===== config.mk =====
export PLATFORM = sky130hd
export DESIGN_NAME = ps2_kbd_rx
export DESIGN_NICKNAME = d
export VERILOG_FILES = /design/src/rtl/ps2_pkg.sv /design/src/rtl/ps2_sync_fifo.sv /design/src/rtl/ps2_kbd_rx.sv
export SDC_FILE = /design/constraint.sdc
export NUM_CORES = 1
export LEC_CHECK = 0
export ABC_AREA = 1
export ABC_CLOCK_PERIOD_IN_PS = 2400
export CORE_MARGIN = 3
export CORE_UTILIZATION = 35
export DETAILED_ROUTE_END_ITERATION = 7
export DONT_BUFFER_PORTS = 1
export REMOVE_ABC_BUFFERS = 1
export SLEW_MARGIN = 20
export SYNTH_ARGS = -nofsm -noshare
export SYNTH_HDL_FRONTEND = slang
export SYNTH_SLANG_ARGS = --single-unit

===== constraint.sdc =====
create_clock -name clk -period 2.4 [get_ports clk]
set_input_delay 0.12 -clock clk [delete_from_list [all_inputs] [get_ports clk]]
set_output_delay 0.12 -clock clk [all_outputs]
set_load 0.05 [all_outputs]

===== src/rtl/ps2_pkg.sv =====
// ps2_pkg: frame layout constants and the parity helper for the PS/2 receiver.
package ps2_pkg;

  localparam int PS2_FRAME_BITS = 11;
  localparam int PS2_DATA_BITS  = 8;
  localparam int START_IDX      = 0;
  localparam int PARITY_IDX     = 9;
  localparam int STOP_IDX       = 10;

  // Odd parity: data plus parity bit must carry an odd number of ones.
  function automatic logic odd_parity_ok(input logic [PS2_DATA_BITS-1:0] d, input logic p);
    return ^{d, p};
  endfunction

endpackage


===== src/rtl/ps2_sync_fifo.sv =====
// ps2_sync_fifo: single-clock FIFO for received scan codes.
// Ports:
//   clk, resetn   clock and synchronous active-low reset
//   i_push        write request; accepted when not full, or when full with a pop
//   i_wdata       data to write
//   i_pop         read request; ignored while empty
//   o_full        registered full flag
//   o_empty       registered empty flag
//   o_rdata       entry at the read pointer (combinational from storage)
module ps2_sync_fifo #(
  parameter int DEPTH = 8,
  parameter int WIDTH = 8
) (
  input  logic             clk,
  input  logic             resetn,
  input  logic             i_push,
  input  logic [WIDTH-1:0] i_wdata,
  input  logic             i_pop,
  output logic             o_full,
  output logic             o_empty,
  output logic [WIDTH-1:0] o_rdata
);

  localparam int AW = $clog2(DEPTH);

  logic [WIDTH-1:0] r_mem [DEPTH];
  logic [AW:0]      r_wptr;
  logic [AW:0]      r_rptr;
  logic             r_full;
  logic             r_empty;

  logic             w_pop_ok;
  logic             w_push_ok;
  logic [AW:0]      w_wptr_nxt;
  logic [AW:0]      w_rptr_nxt;

  // A pop frees the slot being written, so a full FIFO still accepts a push paired with a pop.
  assign w_pop_ok   = i_pop & ~r_empty;
  assign w_push_ok  = i_push & (~r_full | w_pop_ok);
  assign w_wptr_nxt = r_wptr + (AW+1)'(w_push_ok);
  assign w_rptr_nxt = r_rptr + (AW+1)'(w_pop_ok);

  // Pointers and flags; the extra pointer MSB separates full from empty.
  always_ff @(posedge clk) begin
    if (!resetn) begin
      r_wptr  <= {(AW+1){1'b0}};
      r_rptr  <= {(AW+1){1'b0}};
      r_full  <= 1'b0;
      r_empty <= 1'b1;
    end else begin
      r_wptr  <= w_wptr_nxt;
      r_rptr  <= w_rptr_nxt;
      r_empty <= (w_wptr_nxt == w_rptr_nxt);
      r_full  <= (w_wptr_nxt[AW] != w_rptr_nxt[AW]) &&
                 (w_wptr_nxt[AW-1:0] == w_rptr_nxt[AW-1:0]);
    end
  end

  // Storage: cleared on reset, written at the write pointer.
  always_ff @(posedge clk) begin
    if (!resetn) begin
      for (int i = 0; i < DEPTH; i++) begin
        r_mem[i] <= {WIDTH{1'b0}};
      end
    end else if (w_push_ok) begin
      r_mem[r_wptr[AW-1:0]] <= i_wdata;
    end else begin
      r_mem <= r_mem;
    end
  end

  assign o_full  = r_full;
  assign o_empty = r_empty;
  assign o_rdata = r_mem[r_rptr[AW-1:0]];

endmodule


===== src/rtl/ps2_kbd_rx.sv =====
// ps2_kbd_rx: PS/2 keyboard receiver (device-to-host only). Synchronises the raw
// pins, detects ps2_clk falling edges, assembles 11-bit frames, validates them and
// queues good scan codes in ps2_sync_fifo.
// Ports:
//   clk, resetn   system clock, synchronous active-low reset
//   ps2_clk       raw PS/2 clock (asynchronous)
//   ps2_data      raw PS/2 data (asynchronous)
//   nextdata_n    active-low pop strobe
//   data          scan code at FIFO head (valid while ready=1)
//   ready         FIFO not empty
//   overflow      sticky: valid frame arrived while FIFO full and not popping
//   frame_err     one-cycle pulse for a rejected frame
// Build option: define PS2_KBD_RX_PARITY_CHECK_EN to reject frames with bad odd
// parity; otherwise only start and stop bits are checked.
module ps2_kbd_rx
  import ps2_pkg::*;
#(
  parameter int FIFO_DEPTH     = 8,
  parameter int SYNC_STAGES    = 3,
  parameter int TIMEOUT_CYCLES = 50000
) (
  input  logic                     clk,
  input  logic                     resetn,
  input  logic                     ps2_clk,
  input  logic                     ps2_data,
  input  logic                     nextdata_n,
  output logic [PS2_DATA_BITS-1:0] data,
  output logic                     ready,
  output logic                     overflow,
  output logic                     frame_err
);

  localparam int            TW       = $clog2(TIMEOUT_CYCLES + 1);
  localparam logic [TW-1:0] TO_LIMIT = TW'(TIMEOUT_CYCLES);
  localparam logic [3:0]    LAST_BIT = 4'(STOP_IDX);

  logic [SYNC_STAGES-1:0]    r_clk_sync;
  logic [SYNC_STAGES-1:0]    r_dat_sync;
  logic [3:0]                r_bit_cnt;
  logic [PS2_FRAME_BITS-2:0] r_shift;
  logic [TW-1:0]             r_to_cnt;
  logic                      r_overflow;
  logic                      r_frame_err;

  logic                      w_fall;
  logic                      w_bit;
  logic                      w_last;
  logic [PS2_FRAME_BITS-1:0] w_frame;
  logic                      w_parity_ok;
  logic                      w_frame_ok;
  logic                      w_push_req;
  logic                      w_pop;
  logic                      w_full;
  logic                      w_empty;
  logic [PS2_DATA_BITS-1:0]  w_rdata;

  // Pin synchronisers; reset to the idle-high line level so no false edge follows reset.
  always_ff @(posedge clk) begin
    if (!resetn) begin
      r_clk_sync <= {SYNC_STAGES{1'b1}};
      r_dat_sync <= {SYNC_STAGES{1'b1}};
    end else begin
      r_clk_sync <= {r_clk_sync[SYNC_STAGES-2:0], ps2_clk};
      r_dat_sync <= {r_dat_sync[SYNC_STAGES-2:0], ps2_data};
    end
  end

  // Oldest sample 1, next-oldest 0: ps2_clk fell.
  assign w_fall = r_clk_sync[SYNC_STAGES-1] & ~r_clk_sync[SYNC_STAGES-2];
  assign w_bit  = r_dat_sync[SYNC_STAGES-1];
  assign w_last = (r_bit_cnt == LAST_BIT);

  // Bits 0..9 live in r_shift; the stop bit is taken straight from the pin on the last edge.
  assign w_frame = {w_bit, r_shift};

  assign w_parity_ok = odd_parity_ok(w_frame[PARITY_IDX-1:START_IDX+1], w_frame[PARITY_IDX]);
`ifdef PS2_KBD_RX_PARITY_CHECK_EN
  assign w_frame_ok = ~w_frame[START_IDX] & w_frame[STOP_IDX] & w_parity_ok;
`else
  // Parity is still captured and computed but does not gate acceptance.
  assign w_frame_ok = ~w_frame[START_IDX] & w_frame[STOP_IDX] & (w_parity_ok | 1'b1);
`endif

  assign w_push_req = w_fall & w_last & w_frame_ok;
  assign w_pop      = ~nextdata_n & ~w_empty;

  // Bit counter, shift register and idle timeout for partial frames.
  always_ff @(posedge clk) begin
    if (!resetn) begin
      r_bit_cnt <= 4'd0;
      r_shift   <= {(PS2_FRAME_BITS-1){1'b0}};
      r_to_cnt  <= {TW{1'b0}};
    end else if (w_fall) begin
      r_to_cnt  <= {TW{1'b0}};
      r_shift   <= {w_bit, r_shift[PS2_FRAME_BITS-2:1]};
      r_bit_cnt <= w_last ? 4'd0 : r_bit_cnt + 4'd1;
    end else if (r_bit_cnt != 4'd0) begin
      if (r_to_cnt == TO_LIMIT) begin
        r_bit_cnt <= 4'd0;
        r_to_cnt  <= {TW{1'b0}};
      end else begin
        r_to_cnt  <= r_to_cnt + {{(TW-1){1'b0}}, 1'b1};
      end
    end else begin
      r_to_cnt <= {TW{1'b0}};
    end
  end

  // Status outputs: error pulse and sticky overflow (a same-cycle pop makes room).
  always_ff @(posedge clk) begin
    if (!resetn) begin
      r_frame_err <= 1'b0;
      r_overflow  <= 1'b0;
    end else begin
      r_frame_err <= w_fall & w_last & ~w_frame_ok;
      r_overflow  <= r_overflow | (w_push_req & w_full & ~w_pop);
    end
  end

  ps2_sync_fifo #(
    .DEPTH (FIFO_DEPTH),
    .WIDTH (PS2_DATA_BITS)
  ) u_fifo (
    .clk     (clk),
    .resetn  (resetn),
    .i_push  (w_push_req),
    .i_wdata (w_frame[PARITY_IDX-1:START_IDX+1]),
    .i_pop   (w_pop),
    .o_full  (w_full),
    .o_empty (w_empty),
    .o_rdata (w_rdata)
  );

  assign data      = w_rdata;
  assign ready     = ~w_empty;
  assign overflow  = r_overflow;
  assign frame_err = r_frame_err;

endmodule


## Word-level counts from Yosys, hierarchy flattened

Index checks and enable logic that the tools add are counted.

- Register bits after elaboration: 112

- Bitwise operators: 23
- Reductions and logical operators: 7
- Add/sub/neg operators: 4
- Order comparisons: 3
- Equal/unequal tests: 5
- Multiplexer cells: 10

Operators with widths:

| cell | number |
|---|---|
| 64-bit bitwise mux | 1 |
| 8-bit binary-select mux with 3-bit select | 1 |
| 8-bit demux with 3-bit select | 1 |
| 8-bit 2-to-1 mux | 3 |
| 16-bit by 1-bit adder with 16-bit output (second input constant) | 1 |
| 16-bit equality test (second input constant) | 1 |
| 4-bit 2-to-1 mux | 4 |
| 1-bit bitwise AND | 10 |
| 1-bit NOT | 9 |
| 4-bit by 1-bit adder with 4-bit output | 2 |
| 4-bit >= comparator (second input constant) | 2 |
| 3-bit NOT with 4-bit output | 2 |
| 4-bit by 1-bit adder with 4-bit output (second input constant) | 1 |
| 4-bit equality test | 1 |
| 4-bit equality test (second input constant) | 1 |
| 4-bit by 1-bit < comparator with 1-bit output (second input constant) | 1 |
| 2-bit nonzero test | 2 |
| 4-bit nonzero test | 1 |
| 4-bit OR reduction | 1 |
| 3-bit equality test | 1 |
| 1-bit logical AND | 2 |
| 1-bit OR | 2 |
| 2-bit AND reduction | 1 |
| 1-bit inequality test | 1 |

## Longest topological paths before layout

Gate-level depths: netlist (run 1).

- Depth after elaboration: 8
- Depth in mapped cells: 14
- Mapped depth without buffers: 13

## By module

From an unflattened synthesis (run 1), not the netlist that was laid out.

- Cell total of the unflattened synthesis: 824
- Area, all modules: 5564.1 µm²

By module, submodules not included:

| module | seq. area each (µm²) | cells each | instances | area each (µm²) |
|---|---|---|---|---|
| ps2_sync_fifo | 1481.4 | 607 | 1 | 3882.5 |
| ps2_kbd_rx | 760.7 | 217 | 1 | 1681.6 |

## Worst setup path before layout (run 1)

Ideal clock, no wire load.

- Path type: reg-to-reg
- Start point: register r_bit_cnt[0]
- End point: register u_fifo.r_full, in the netlist u_fifo.o_full
- Period minus slack after synthesis: 2.115 ns
- Setup slack: 0.285 ns
- Required time: 2.336 ns
- Path buffers: 1
- Cell stages (with the launch flop): 15
- Data arrival time: 2.050 ns
- Cell sequence: dfxtp_1 > inv_1 > ha_1 > nand2_1 > nor2_2 > nand3_2 > nor2_8 > buf_4 > ha_1 > ha_1 > inv_1 > nor2_1 > nor3b_1 > nand3_1 > nor2_1

- Longest elaborated chain between the ends: 7
- Elaborated cells on any way between the ends: 8

RTL lines:

| element | RTL line | source |
|---|---|---|
| from (decl) | ps2_kbd_rx.sv:39 | `logic [3:0] r_bit_cnt;` |
| from (signal assigned) | ps2_kbd_rx.sv:96 | `r_bit_cnt <= w_last ? 4'd0 : r_bit_cnt + 4'd1;` |
| 4-bit equality test | ps2_kbd_rx.sv:71 | `assign w_last = (r_bit_cnt == LAST_BIT);` |
| 1-bit bitwise AND (2 in a row) | ps2_kbd_rx.sv:84 | `assign w_push_req = w_fall & w_last & w_frame_ok;` |
| 1-bit bitwise AND | ps2_sync_fifo.sv:39 | `assign w_push_ok = i_push & (~r_full \| w_pop_ok);` |
| 4-bit by 1-bit adder with 4-bit output | ps2_sync_fifo.sv:40 | `assign w_wptr_nxt = r_wptr + (AW+1)'(w_push_ok);` |
| via u_fifo.w_wptr_nxt[1] | ps2_sync_fifo.sv:34 | `logic [AW:0] w_wptr_nxt;` |
| 3-bit equality test | ps2_sync_fifo.sv:55 | `(w_wptr_nxt[AW-1:0] == w_rptr_nxt[AW-1:0]);` |
| 1-bit logical AND | ps2_sync_fifo.sv:54 | `r_full <= (w_wptr_nxt[AW] != w_rptr_nxt[AW]) &&` |
| to (signal assigned) | ps2_sync_fifo.sv:54 |  |
| to (decl) | ps2_sync_fifo.sv:29 | `logic r_full;` |

The timed path passes the listed nets, and every way through them passes these cells.
A chain may end at the register's enable or synchronous reset.

## Final worst setup path (run 1)

- Start point: register u_fifo.r_rptr[0]
- End point: output port data[6]

- Longest elaborated chain between the ends: 4

RTL lines:

| element | RTL line | source |
|---|---|---|
| from (decl) | ps2_sync_fifo.sv:28 | `logic [AW:0] r_rptr;` |
| from (signal assigned) | ps2_sync_fifo.sv:47 | `r_rptr <= {(AW+1){1'b0}};` |
| from (signal assigned) | ps2_sync_fifo.sv:52 | `r_rptr <= w_rptr_nxt;` |
| 3-bit NOT with 4-bit output (not written as such) | ps2_sync_fifo.sv:74 | `assign o_rdata = r_mem[r_rptr[AW-1:0]];` |
| 8-bit binary-select mux with 3-bit select | ps2_sync_fifo.sv:74 |  |
| 8-bit 2-to-1 mux (not written as such) (2 in a row) | ps2_sync_fifo.sv:74 |  |
| to (decl) | ps2_kbd_rx.sv:27 | `output logic [PS2_DATA_BITS-1:0] data,` |

No other way between the ends. The select of a mux whose other input is x is not followed.

==> results of run 1 <==
[through the flow]
step / utilization / instance area [um2]
6_report: 0.394 / 5520
5_1_grt: 0.394 / 5520
4_1_cts: 0.394 / 5520
3_5_place_dp: 0.370 / 5170
3_3_place_gp: 0.370 / 5170
2_1_floorplan: - / 4830
[routing by layer]
metal  GRT usage  up-vias  routed length [um]
li1            -     2222                   -
met2       0.262      113                5920
met4      0.0429        0                 148
met3      0.0360       11                 608
met1       0.200     2048                5330
met5           0        -                   0
[final timing paths]
| check | start | to | slack, ns |
|---|---|---|---|
| max | u_fifo.r_rptr[0]$_SDFF_PN0_ | data[6] | 0.23 |
| min | resetn | r_to_cnt[7]$_SDFF_PP0_ | 0.13 |
| max reg2reg | r_bit_cnt[0]$_SDFFE_PN0P_ | u_fifo.o_full$_SDFF_PN0_ | 0.31 |
| min reg2reg | r_dat_sync[1]$_SDFF_PN1_ | r_dat_sync[2]$_SDFF_PN1_ | 0.42 |
[worst max-delay path, cell delays in order (launching register included)]
cell     delay, ns
dfxtp_1       0.31
inv_1         0.39
buf_4         0.24
nor2_1        0.05
o22ai_1       0.22
a21o_1        0.47
[flip-flops by register name (all words and copies together), names as in the netlist]
signal	cells
u_fifo.r_wptr	4
u_fifo.o_empty	1
r_shift	10
u_fifo.r_mem	64
u_fifo.o_full	1
r_bit_cnt	4
r_dat_sync	3
r_to_cnt	16
frame_err	1
overflow	1
u_fifo.r_rptr	4
r_clk_sync	3
[cells by family after synthesis]
kind of cell | count (synthesis) | share of synthesized area
DFF | 112 | 0.445
buffers and inverters | 76 | 0.0656
AOI/OAI and AO/OA | 142 | 0.147
and+or+nand+nor | 322 | 0.285
adders and majority gates | 9 | 0.0224
xor gates and xnor gates | 20 | 0.0348
[cell usage in the layout, fill, tap and decap left out]
cell,count
nor3_1,5
ha_1,9
clkinv_4,1
nor3b_1,2
inv_1,31
nand2_2,5
xor2_1,10
buf_4,10
nand2_1,106
clkbuf_16,9
dlygate4sd3_1,3
dfxtp_1,112
bufinv_16,1
inv_6,2
or2_2,5
buf_12,2
nand3_1,81
clkinv_2,1
inv_2,3
o22ai_1,8
clkbuf_8,2
nor2_8,1
nor3_2,5
o21ai_0,43
nand4_1,5
nand3_2,1
nor3_4,1
a21oi_1,83
xnor2_1,10
nor2_2,2
a21o_1,8
nor2_1,103
[where the power goes]
part / internal, mW / switching, mW / leakage (nW) / total (mW)
Clock: 0.875 / 0.698 / 0.157 / 1.57
Sequential: 1.87 / 0.0287 / 0.904 / 1.90
Combinational: 0.0220 / 0.0470 / 0.893 / 0.0690
Total: 2.77 / 0.774 / 1.95 / 3.54
[area by class of cell]
cell class	instances	area (um2)	area share
clock buffers	11	253	0.0458
clock inverters	5	61.3	0.0111
inverters	34	128	0.0231
multi-input cells	493	2460	0.446
flip-flops and latches	112	2240	0.407
well taps	180	225	0.0408
repair buffers	15	145	0.0263
==> impl_metrics.py, run 1 <==
metrics = {
    "sta": {
        "maxSlewViolCount": 0,
        "setup_violations": 0,
        "period_share": 0.906,
        "fmaxAchievable_mhz": 460,
        "period_minus_slack_ns": 2.17,
        "setup-tns-final_ns": 0,
        "tightestPinTransition_ns": 0.705,
        "rsz0062_at_grt": "false",
        "timing.final.hold_violations": 0,
        "relSlewSlack": 0.527,
        "fin_skew_ns": 0.00771,
        "whs_ns": 0.130,
        "fin_ws_ns": 0.225,
    },
    "clock_network": {
        "postCtsSetupRepairBufs": 0,
        "clockBufferDepth": 2,
        "clock-sinks": 112,
        "cts_buffers": 9,
        "clk_latency_ns": 0.35,
        "cts_tree": "done",
        "cts_hold_buf": 3,
        "cts_resized": 0,
        "ctsHtreeMaxLevel": 3,
        "cts_root_buffer": "clkbuf_16",
        "cts.reportedPaths.clkPinSlew_ns": 0.07,
    },
    "pwr": {
        "power_mw": 3.54,
        "leakage_nw": 1.95,
        "ir_drop_uv": 360,
        "power_density_mw_per_mm2": 642,
    },
    "synthesis": {
        "yosys_warnings": 0,
        "syn_inst": 681,
        "synth_area_mm2": 0.00503,
        "yosys-top-cells-area": "dfxtp_1, a21oi_1, nand3_1",
        "synth_area_leader_cell": "dfxtp_1",
        "synth_most_common_cell": "dfxtp_1",
        "synth.distinct_cells": 27,
        "synthTopCellsByCount": "dfxtp_1, nand2_1, nor2_1, a21oi_1, nand3_1",
        "yosysTopAreaCellShare": 0.445,
        "syn_area_per_cell_um2": 7.39,
        "async_flop_share": 0,
        "ys.flop_type": "dfxtp_1",
        "yosysSeqAreaShare": 0.445,
        "synth-edff-count": 0,
        "ys_seq_elements": 112,
    },
    "worst_setup_path": {
        "critPathKind": "flip-flop to output pin",
        "reg2regPathDepth": 13,
        "critPathCaptureType": "output pin",
        "worst_setup_path_start_kind": "flip-flop",
        "critical_path_arrival_ns": 2.05,
        "critPathMaxFanout": 18,
        "crit_required_ns": 2.28,
    },
    "cells_and_area": {
        "final_cell_count_no_fill": 850,
        "nets": 679,
        "diodes": 0,
        "syn2layout_area_growth_pct": 9.57,
        "drive_above_1_share": 0.0761,
        "fillers": 1447,
    },
    "global_routing": {
        "antenna_found_initial": 0,
        "overflow": 0,
        "grt_pass1_vias": 4172,
        "grt_max_degree": 78,
        "grt_pass1_wl_um": 20500,
        "grtUsageTotal": 0.155,
    },
    "route": {
        "drt_iter0_drc": 429,
        "dr.pass1.iters": 5,
        "drc_errors": 0,
        "vias": 4394,
        "totalWireLength_um": 12000,
        "wl_per_cell_um": 14.1,
        "ant_nets": 0,
        "routed_via_density": 5.17,
    },
    "placed_design": {
        "gp_congestion": 0.818,
        "hpwl_um": 7950,
        "port_buffers": 0,
        "pre_cts_slack_ns": 0.315,
        "placed_cells": 831,
    },
    "floorplanning": {
        "die_h_um": 126,
        "ios": 16,
        "rows": 43,
        "initial_core_util": 0.360,
        "dieArea_mm2": 0.0159,
        "core_mm2": 0.0140,
        "die_w_um": 126,
    },
    "outcome": {
        "status": "finished clean",
    },
    "min_path": {
        "holdCritPathClass": "primary input to flip-flop",
        "holdPathStages": 3,
    },
    "run": {
        "drv_cap": 0,
    },
}
Power figures use the tool's default switching activity.
==> run 2: changes to the inputs <==
--- a/config.mk
+++ b/config.mk
@@ -7,11 +7,11 @@
 export LEC_CHECK = 0
 export ABC_AREA = 1
 export ABC_CLOCK_PERIOD_IN_PS = 2400
+export BUFFER_PORTS_ARGS = -buffer_cell sky130_fd_sc_hd__buf_2
 export CORE_MARGIN = 3
 export CORE_UTILIZATION = 35
 export DETAILED_ROUTE_END_ITERATION = 7
-export DONT_BUFFER_PORTS = 1
-export REMOVE_ABC_BUFFERS = 1
+export SETUP_SLACK_MARGIN = 0.05
 export SLEW_MARGIN = 20
 export SYNTH_ARGS = -nofsm -noshare
 export SYNTH_HDL_FRONTEND = slang
==> run 2 against run 1 <==
- combinational power increased by 2%
- sequential share of layout area fell by 0.49 points
- sequential power is essentially flat
- worst hold slack hardly changed
- routed wire length rose by 3.2%
- non-clock buffer count grew 18
- flip-flop and latch count unchanged
- clock power shrank 8%
- core utilization increased by 0.48 points
- critical path depth is 2 higher
- largest cell class unchanged
- count of clock-buffer cells in the layout is 1 lower
==> impl_metrics.py, run 2 (same netlist as run 1, synthesis figures left out) <==
metrics = {
    "pwr": {
        "netSwitchingPower_mw": 0.786,
        "swShare": 0.229,
        "leakage_nw": 2.04,
        "power_mw": 3.43,
        "ir_drop_uv": 295,
        "pwr-share-clk": 0.424,
        "p_seq_frac": 0.555,
        "power.internal_mw": 2.64,
        "power_density_mw_per_mm2": 614,
        "p_comb_frac": 0.021,
    },
    "floorplanning": {
        "ios": 16,
        "die_h_um": 126,
        "dieArea_mm2": 0.0159,
        "core_mm2": 0.0140,
        "die_w_um": 126,
        "rows": 43,
        "initial_core_util": 0.360,
    },
    "worst_setup_path": {
        "critPathKind": "flip-flop to output pin",
        "cp_slowest_cell": "dfxtp_1",
        "crit_required_ns": 2.28,
        "critPathMostFrequentCell": "nor2_1",
        "worst_setup_path_start_kind": "flip-flop",
        "critPathCaptureType": "output pin",
        "critPathMaxStageDelay_ns": 0.44,
        "critPathMaxFanout": 16,
        "critical_path_arrival_ns": 1.97,
        "crit_chain": "buf_4, nor2_1, nor2_1, o21ai_0, a21oi_1, a21o_1, buf_2",
    },
    "run": {
        "drv_cap": 0,
    },
    "route": {
        "drc_errors": 0,
        "routed_via_density": 5.16,
        "vias": 4482,
        "totalWireLength_um": 12400,
        "dr.pass1.iters": 5,
        "drt_iter0_drc": 367,
        "wl_per_cell_um": 14.3,
        "ant_nets": 0,
    },
    "cells_and_area": {
        "final_cell_mix": "dfxtp_1, nand2_1, nor2_1",
        "largest_reg_flops": 64,
        "reg.largest.list": "u_fifo.r_mem (64), r_to_cnt (16), r_shift (10)",
        "final_cell_count_no_fill": 868,
        "diodes": 0,
        "drive_above_1_share": 0.102,
        "syn2layout_area_growth_pct": 10.9,
        "nets": 697,
        "layout_commonest_cell": "dfxtp_1",
        "top_register": "u_fifo.r_mem",
    },
    "placed_design": {
        "placed_cells": 850,
        "gp_congestion": 0.802,
        "port_buffers": 15,
        "pre_cts_slack_ns": 0.336,
        "hpwl_um": 8110,
    },
    "sta": {
        "setup-tns-final_ns": 0,
        "period_share": 0.870,
        "timing.final.hold_violations": 0,
        "fin_skew_ns": 0.0112,
        "setup_violations": 0,
        "fmaxAchievable_mhz": 479,
        "rsz0062_at_grt": "false",
        "period_minus_slack_ns": 2.09,
        "maxSlewViolCount": 0,
        "tightestPinTransition_ns": 0.621,
        "fin_ws_ns": 0.312,
        "relSlewSlack": 0.584,
    },
    "clock_network": {
        "clk_latency_ns": 0.35,
        "clock-sinks": 112,
        "cts_tree": "done",
        "cts.reportedPaths.clkPinSlew_ns": 0.08,
        "cts_buffers": 9,
        "clockBufferDepth": 2,
        "ctsHtreeMaxLevel": 3,
        "cts_root_buffer": "clkbuf_16",
        "postCtsSetupRepairBufs": 0,
    },
    "global_routing": {
        "grtUsageTotal": 0.158,
        "grt_pass1_wl_um": 20600,
        "overflow": 0,
        "grt_pass1_vias": 4179,
        "grt_max_degree": 73,
        "antenna_found_initial": 0,
    },
    "synthesis": {
        "postSynthNetCount": 695,
    },
    "outcome": {
        "status": "finished clean",
    },
    "min_path": {
        "holdCritPathClass": "primary input to flip-flop",
    },
}
## run 2: timing repair
| action | in CTS | in global routing |
|---|---|---|
| hold endpoints to repair | 2 | 0 |
| resized for setup | 0 | 0 |
| hold buffers | 2 | 0 |
## run 2: path summary, 6_finish.rpt
path                                     from                   endpoint  slack [ns]  cells past startpoint
setup reg to reg    r_bit_cnt[0]$_SDFFE_PN0P_   u_fifo.o_full$_SDFF_PN0_        0.34                     13
hold reg to reg      r_dat_sync[1]$_SDFF_PN1_   r_dat_sync[2]$_SDFF_PN1_        0.42                      1
setup / recovery  u_fifo.r_rptr[0]$_SDFF_PN0_                    data[6]        0.31                      7
hold / removal                         resetn  u_fifo.o_empty$_SDFF_PN1_        0.13                      2
## run 2: layout make-up
cell class / instances / area (um2)
repair buffers: 33 / 240
well taps: 180 / 225
fillers: 1433 / 8410
clock inverters: 6 / 47.5
flip-flops and latches: 112 / 2240
multi-input cells: 493 / 2460
clock buffers: 10 / 239
inverters: 34 / 128
## run 2: critical path, delay by kind of cell, from the launching register on
family | cells | cell delay [ns]
and+or+nand+nor | 2 | 0.16
buffers and inverters | 2 | 0.51
DFF | 1 | 0.44
AOI/OAI and AO/OA | 3 | 0.51
## run 2: power groups by stage
stage / Clock [mW] / Combinational [mW] / Sequential (mW)
final: 1.45 / 0.0706 / 1.90
after floorplan: 0 / 0.0643 / 1.92
after global placement: 0 / 0.0662 / 1.95
after global routing: 1.57 / 0.0810 / 1.90
after CTS: 1.50 / 0.0715 / 1.90
after detailed placement: 0 / 0.0688 / 1.95
## run 2: stage by stage
step | area, um2 | utilization | hold slack [ns]
detailed placement | 5280 | 0.377 | 0.312
global route | 5580 | 0.399 | 0.146
finish | 5580 | 0.399 | 0.129
floorplan | 5030 | - | 0.227
global placement | 5280 | 0.377 | 0.305
CTS | 5580 | 0.399 | 0.118
## run 2: routing by layer
metal / track usage / vias up / routed length [um]
li1: - / 2257 / -
met4: 0.0669 / 0 / 348
met5: 0 / - / 0
met3: 0.0254 / 22 / 574
met2: 0.253 / 117 / 5780
met1: 0.213 / 2086 / 5690
